--- config.mk ---
export PLATFORM = sky130hd
export DESIGN_NAME = corelet_ctrl
export DESIGN_NICKNAME = d
export VERILOG_FILES = /design/src/rtl/corelet_ctrl.sv
export SDC_FILE = /design/constraint.sdc
export NUM_CORES = 1
export LEC_CHECK = 0
export BUFFER_PORTS_ARGS = -buffer_cell sky130_fd_sc_hd__clkbuf_2
export CAP_MARGIN = 20
export CORE_MARGIN = 5
export CORE_UTILIZATION = 46
export CTS_BUF_LIST = sky130_fd_sc_hd__clkbuf_8 sky130_fd_sc_hd__clkbuf_16
export DETAILED_ROUTE_END_ITERATION = 10
export PLACE_DENSITY = 0.73
export SETUP_SLACK_MARGIN = 0.5
export SLEW_MARGIN = 20
export SYNTH_ARGS = -nofsm -noshare
export SYNTH_HDL_FRONTEND = slang
export SYNTH_SLANG_ARGS = --single-unit
--- constraint.sdc ---
create_clock -name clk -period 6.6 [get_ports clk]
set_clock_uncertainty 0.15 [all_clocks]
set_input_delay 1.32 -clock clk [delete_from_list [all_inputs] [get_ports clk]]
set_output_delay 1.32 -clock clk [all_outputs]
set_load 0.01 [all_outputs]
--- src/rtl/corelet_ctrl.sv ---
// corelet_ctrl: per kernel offset, fills L0 with weights, loads them into the mac_array,
// refills L0 with activations, executes them, then drains; repeats for KIJ offsets.
module corelet_ctrl #(
  parameter int ROW     = 8,
  parameter int COL     = 8,
  parameter int N_ACT   = 36,
  parameter int KIJ     = 9,
  parameter int GAP     = ROW + COL,
  parameter int DRAIN   = 16,
  parameter int ADDR_BW = 11
) (
  input  logic               clk,
  input  logic               reset,
  input  logic               start,
  input  logic               l0_full,
  output logic               l0_wr,
  output logic               l0_rd,
  output logic               load,
  output logic               execute,
  output logic [ADDR_BW-1:0] w_addr,
  output logic [ADDR_BW-1:0] a_addr,
  output logic [3:0]         kij_idx,
  output logic               busy,
  output logic               done
);

  localparam int MAX_A   = (COL > N_ACT) ? COL : N_ACT;
  localparam int MAX_B   = (GAP > DRAIN) ? GAP : DRAIN;
  localparam int CNT_MAX = (MAX_A > MAX_B) ? MAX_A : MAX_B;
  localparam int CW      = $clog2(CNT_MAX + 1);

  typedef enum logic [2:0] {
    S_IDLE, S_WFILL, S_WLOAD, S_WGAP, S_AFILL, S_AEXEC, S_DRAIN, S_DONE
  } state_t;

  state_t             state_q, state_d;
  logic [CW-1:0]      cnt_q, cnt_d;
  logic [3:0]         kij_q, kij_d;
  logic               l0_wr_q, l0_wr_d, l0_rd_q, l0_rd_d;
  logic               load_q, load_d, exec_q, exec_d;
  logic               busy_q, busy_d, done_q, done_d;
  logic [ADDR_BW-1:0] w_addr_q, w_addr_d, a_addr_q, a_addr_d;

  always_comb begin
    state_d = state_q;
    cnt_d   = cnt_q + CW'(1);
    kij_d   = kij_q;
    unique case (state_q)
      S_IDLE: begin
        cnt_d = '0;
        if (start) begin
          state_d = S_WFILL;
          kij_d   = '0;
        end
      end
      // Fill phases count only the words actually written, so stalls stretch the phase.
      S_WFILL: begin
        cnt_d = cnt_q + CW'(l0_wr_q);
        if (l0_wr_q && cnt_q == CW'(COL - 1)) begin
          state_d = S_WLOAD;
          cnt_d   = '0;
        end
      end
      S_WLOAD: if (cnt_q == CW'(COL - 1)) begin
        state_d = S_WGAP;
        cnt_d   = '0;
      end
      S_WGAP: if (cnt_q == CW'(GAP - 1)) begin
        state_d = S_AFILL;
        cnt_d   = '0;
      end
      S_AFILL: begin
        cnt_d = cnt_q + CW'(l0_wr_q);
        if (l0_wr_q && cnt_q == CW'(N_ACT - 1)) begin
          state_d = S_AEXEC;
          cnt_d   = '0;
        end
      end
      S_AEXEC: if (cnt_q == CW'(N_ACT - 1)) begin
        state_d = S_DRAIN;
        cnt_d   = '0;
      end
      S_DRAIN: if (cnt_q == CW'(DRAIN - 1)) begin
        cnt_d = '0;
        if (kij_q == 4'(KIJ - 1)) begin
          state_d = S_DONE;
        end else begin
          state_d = S_WFILL;
          kij_d   = kij_q + 4'd1;
        end
      end
      default: begin
        state_d = S_IDLE;
        cnt_d   = '0;
      end
    endcase

    // Outputs are decoded from the state being entered so they are registered with it.
    l0_wr_d  = ((state_d == S_WFILL) || (state_d == S_AFILL)) && !l0_full;
    l0_rd_d  = (state_d == S_WLOAD) || (state_d == S_AEXEC);
    load_d   = (state_d == S_WLOAD);
    exec_d   = (state_d == S_AEXEC);
    busy_d   = (state_d != S_IDLE) && (state_d != S_DONE);
    done_d   = (state_d == S_DONE);
    w_addr_d = (state_d == S_WFILL) ?
               ADDR_BW'(kij_d) * ADDR_BW'(COL) + ADDR_BW'(cnt_d) : w_addr_q;
    a_addr_d = (state_d == S_AFILL) ? ADDR_BW'(cnt_d) : a_addr_q;
  end

  always_ff @(posedge clk) begin
    if (reset) begin
      state_q  <= S_IDLE;
      cnt_q    <= '0;
      kij_q    <= '0;
      l0_wr_q  <= 1'b0;
      l0_rd_q  <= 1'b0;
      load_q   <= 1'b0;
      exec_q   <= 1'b0;
      busy_q   <= 1'b0;
      done_q   <= 1'b0;
      w_addr_q <= '0;
      a_addr_q <= '0;
    end else begin
      state_q  <= state_d;
      cnt_q    <= cnt_d;
      kij_q    <= kij_d;
      l0_wr_q  <= l0_wr_d;
      l0_rd_q  <= l0_rd_d;
      load_q   <= load_d;
      exec_q   <= exec_d;
      busy_q   <= busy_d;
      done_q   <= done_d;
      w_addr_q <= w_addr_d;
      a_addr_q <= a_addr_d;
    end
  end

  assign l0_wr   = l0_wr_q;
  assign l0_rd   = l0_rd_q;
  assign load    = load_q;
  assign execute = exec_q;
  assign w_addr  = w_addr_q;
  assign a_addr  = a_addr_q;
  assign kij_idx = kij_q;
  assign busy    = busy_q;
  assign done    = done_q;

endmodule
=== Yosys cells after proc, flatten, opt, wreduce, memory -nomap -nowiden ===
Cells that the tools add are included.

* Register bits: 36
* Bits in latches: 0
* RAM bits: 0
* Memory bits (read-only): 0
* Input bits: 4
* Memories: 0

* $add $sub $neg: 4
* $mul: 0
* Div/mod/pow operators: 0
* Magnitude comparators: 0
* Eq/ne operators: 16
* Shift operators: 0
* Mux-type cells: 19
* Bitwise operators: 0
* Reduce and logical (&&, ||, !) cells: 10

{| class="wikitable"
|+ Operators with widths
! kind !! count
|-
| $mux 6 || 5
|-
| $pmux 6 s5 || 1
|-
| $mux 3 || 8
|-
| $pmux 3 s7 || 1
|-
| $eq 3x3->1 const B || 6
|-
| $mux 4 || 3
|-
| $eq 3x2->1 const B || 3
|-
| $add 7x6->8 || 1
|-
| $pmux 4 s2 || 1
|-
| $add 6x1->6 || 1
|-
| $add 6x1->6 const B || 1
|-
| $eq 3x1->1 const B || 2
|-
| $eq 6x3->1 const B || 1
|-
| $eq 6x4->1 const B || 1
|-
| $eq 6x6->1 const B || 1
|-
| $add 4x1->4 const B || 1
|-
| $eq 4x4->1 const B || 1
|-
| $logic_and 1x1->1 || 4
|-
| $logic_not 3->1 || 1
|-
| $ne 3x3->1 const B || 1
|-
| $reduce_bool 3->1 || 1
|-
| $logic_or 1x1->1 || 2
|-
| $reduce_or 2->1 || 1
|-
| $logic_not 1->1 || 1
|}

=== Longest topological paths before layout ===
* Depth in word-level cells: 7
* Gate-level depth with buffers: 13
* Mapped depth without buffers: 12

=== Worst setup path after synthesis ===
No wires, ideal clock.

* Kind: in2reg
* Start: input start
* End: register w_addr_q[5], in the netlist w_addr[5]
* Setup time: 0.088 ns
* Arrival: 3.204 ns
* Setup slack: 3.158 ns
* Cell stages on the path: 8
* Buffers on the path: 0
* Path through: or4b_1 -> nand2_1 -> o21ai_0 -> a22o_1 -> ha_1 -> fa_1 -> xnor2_1 -> a311oi_2

* Cells in the longest elaborated chain, start to end: 3
* Elaborated cells between the ends (all ways): 6
* Classes of those cells: add/sub (1); eq/ne (1); mux (4)

{| class="wikitable"
|+ Ends and longest elaborated chain
! what !! RTL line !! RTL
|-
| start, declared || 14 || <nowiki>input logic start,</nowiki>
|-
| $mux 4 || 51 || <nowiki>if (start) begin</nowiki>
|-
| $pmux 4 s2 || 48 || <nowiki>unique case (state_q)</nowiki>
|-
| via kij_d[0] || 38 || <nowiki>logic [3:0] kij_q, kij_d;</nowiki>
|-
| $add 7x6->8 || 106 || <nowiki>ADDR_BW'(kij_d) * ADDR_BW'(COL) + ADDR_BW'(cnt_d) : w_addr_q;</nowiki>
|-
| end signal, assigned || 133 || <nowiki>w_addr_q <= w_addr_d;</nowiki>
|-
| end, declared || 42 || <nowiki>logic [ADDR_BW-1:0] w_addr_q, w_addr_d, a_addr_q, a_addr_d;</nowiki>
|}

The timed path passes the listed nets, and every way through them passes these cells.
A chain may end at the register's enable or synchronous reset.

=== Worst setup path after layout ===
* Start: register cnt_q[0]
* End: register w_addr_q[6], in the netlist w_addr[6]

* Cells in the longest elaborated chain, start to end: 5
* Elaborated cells between the ends (all ways): 24
* Classes of those cells: add/sub (3); eq/ne (4); mux (15); reduce/logical (2)

{| class="wikitable"
|+ Ends and longest elaborated chain
! what !! RTL line !! RTL
|-
| start, declared || 37 || <nowiki>logic [CW-1:0] cnt_q, cnt_d;</nowiki>
|-
| start signal, assigned || 125 || <nowiki>cnt_q <= cnt_d;</nowiki>
|-
| parallel branches: the longest is 3 deep, another holds $add 6x1->6 || -- ||
|-
| $pmux 6 s5 (*) || 48 ||
|-
| via cnt_d[4] || 37 ||
|-
| $add 7x6->8 (*) || 106 ||
|}

Mark *: on every way through the listed nets, which the timed path passes.

==> run summary <==
final period utilization: 52.6%
vias in the first global route: 1548
total power: 0.397 mW
final core utilization: 52.9%
antenna violations before repair: 0
clock buffer depth: 2
static leakage: 0.935 nW
Final Hold Viols: 0
Synth cell types: 61
Setup crit start kind: flip-flop
TNS Setup: 0 ns
critical path class: flip-flop to flip-flop
Seq pwr share: 52.4%
final wirelength: 4350 um
power per cell area: 185 nW/um^2
non-filler cells, final: 291
FF/Latch Area: 661 sq um
Starting Density: 48.2%
Filler Cell Count: 374
wire per inst: 15.0 um
internal power: 0.289 mW
worst slew pin tran: 0.895 ns
# DRC: 0
Syn Area/Cell: 8.93 sq um
CTS Root Cell: clkbuf_8
post-route minimum period: 3.47 ns
top_reg_cell synth: dfxtp_1
number of synthesized flops with an enable pin: 0
Multi-input gate area: 1180 sq um
fin nets: 253
most frequent cells in the layout: 33 x dfxtp_1, 27 x clkbuf_2, 13 x a21oi_1, 11 x nand2_1, 11 x and3_1
final setup fails: 0
Die Width: 75.2 um
Worst Setup End Kind: flip-flop
Synth Warn #: 0
Worst-Skew Late Latency: 0.29 ns
Final Max Slew Viols: 0
CTS Buf Count: 5
antenna diode count: 0
layout cells sized above 1: 19.5%
peak fanout along the critical path: 10
gr ovfl total: 0
vias after detailed routing: 1667
die footprint: 5660 sq um
Seq/Total Area, Yosys: 33.8%
Synth Cell Area: 1960 sq um
Post-synth ARST share: 0%
worst path required time: 6.67 ns
commonest non-fill, non-tap cell in the layout: dfxtp_1
largest net degree at the start of global routing: 25
PortBufs: 27
GRT Total Usage: 16.9%
post_cts resized: 0
Syn-to-layout area delta: 9.85%
Ports: 36
Detail Route Antenna Nets: 0
Max-Cap Viols: 0
switching part of the total: 27.3%
Final HPWL DP: 3250 um
status: finished clean
core area: 4060 sq um
Worst-path clk slew: 0.07 ns
cts hold-fix bufs: 0
CTS sink count: 33
H-tree Lvls: 2
number of post-CTS setup repair buffers: 0
Synth Instances: 219
Clk network pwr share: 36.7%
Net Sw Power: 0.108 mW
TritonCTS clock tree: done
Max transition margin: 40.1%
row count: 23
number of detailed-route iterations in the first pass: 4
fmax: 0.288 GHz
dpl cells: 283
first-pass GRT wire length: 7250 um
FF+latch count, synth: 33
Die H: 75.2 um
largest vdd supply drop: 0.194 mV
Critical Path AT: 3.54 ns
combinational power share: 11.0%
vias per cell: 5.73
type of the worst min-delay path: flip-flop to flip-flop
RSZ-0062 raised after global routing: false
DRT iter0 DRCs: 76
gpl congestion: 0.843
-- through the flow --
stage / setup WS [ns] / hold slack [ns] / instance area (sq um)
floorplan: 3.16 / 0.333 / 1980
global placement: 2.97 / 0.309 / 2070
detailed placement: 2.93 / 0.313 / 2070
CTS: 3.16 / 0.322 / 2150
global route: 2.89 / 0.351 / 2150
finish: 3.13 / 0.316 / 2150
-- logic make-up after synthesis --
group | share of synthesized area [%]
AND/OR/NAND/NOR | 25.3
multiplexers | 2.81
other | 0.192
XOR/XNOR | 1.79
adder cells (fa/ha/maj) | 6.14
flip-flops | 33.8
buffers and inverters | 7.17
AO/OA/AOI/OAI | 22.8
-- synthesized netlist by cell type, types with 3 or more instances --
cell type  number  share of area (%)
o21ai_1         4                1.0
nor2b_1         4                1.3
ha_1            8                5.1
a21oi_1        13                3.3
buf_2           7                1.8
nor4_1          3               0.96
a21o_1          3                1.2
o221ai_1        3                1.3
a221o_1         3                1.5
xnor2_1         3                1.3
o21ai_0         7                1.8
nor3_1          4                1.0
nand2_1        11                2.1
a211oi_1        4                1.5
nand2b_1        6                1.9
inv_1           7                1.3
nor2_1         10                1.9
nand4_1         4                1.3
and3_1         11                3.5
or3_1           3               0.96
clkbuf_1        4               0.77
and2_1          6                1.9
dfxtp_1        33                 34
buf_4           8                3.1
nand3_1         7                1.8
-- layout make-up --
| type | instances | area share (%) |
|---|---|---|
| multi-input cells | 166 | 55.0 |
| flip-flops and latches | 33 | 30.8 |
| repair buffers | 27 | 6.29 |
| clock buffers | 5 | 3.20 |
| well taps | 50 | 2.91 |
| inverters | 7 | 1.22 |
| clock inverters | 3 | 0.641 |
-- flip-flops by register name, indices dropped and copies added, names as in the netlist, 3 cells and up --
| signal | count |
|---|---|
| cnt_q | 6 |
| state_q | 3 |
| w_addr | 8 |
| a_addr | 6 |
| kij_idx | 4 |
-- power groups by stage --
| stage | logic, mW | clock network, mW | registers (mW) |
|---|---|---|---|
| CTS | 0.0434 | 0.148 | 0.208 |
| detailed placement | 0.0430 | 0 | 0.212 |
| global route | 0.0482 | 0.160 | 0.208 |
| finish | 0.0435 | 0.146 | 0.208 |
| floorplan | 0.0384 | 0 | 0.211 |
| global placement | 0.0428 | 0 | 0.212 |
-- worst paths after layout --
kind / slack (ns) / startpoint / end / depth (start not counted)
max: 3.13 / cnt_q[0] / w_addr[6] / 12
min: 0.32 / w_addr[0] / w_addr[0] / 2
max reg2reg: 3.13 / cnt_q[0] / w_addr[6] / 12
min reg2reg: 0.32 / w_addr[0] / w_addr[0] / 2
-- layer usage --
metal,GRT usage (%),part of all wire [%],vias to the layer above
met1,23.1,47,775
met3,3.47,5.6,10
met4,7.77,2.4,0
met5,0,0,-
li1,-,-,841
met2,25.6,45,41
-- worst max-delay path, stage by stage, from the launching register on --
cell and delay [ns]:
dfxtp_1 0.39, ha_1 0.38, and3_1 0.28, a21oi_1 0.13, or3_1 0.44, a221o_1 0.42
and2_1 0.19, ha_1 0.29, a21o_1 0.15, a21oi_1 0.16, xor2_1 0.17, nand3_1 0.09
a21oi_1 0.16
No activity file was read; power rests on OpenSTA's default activity.
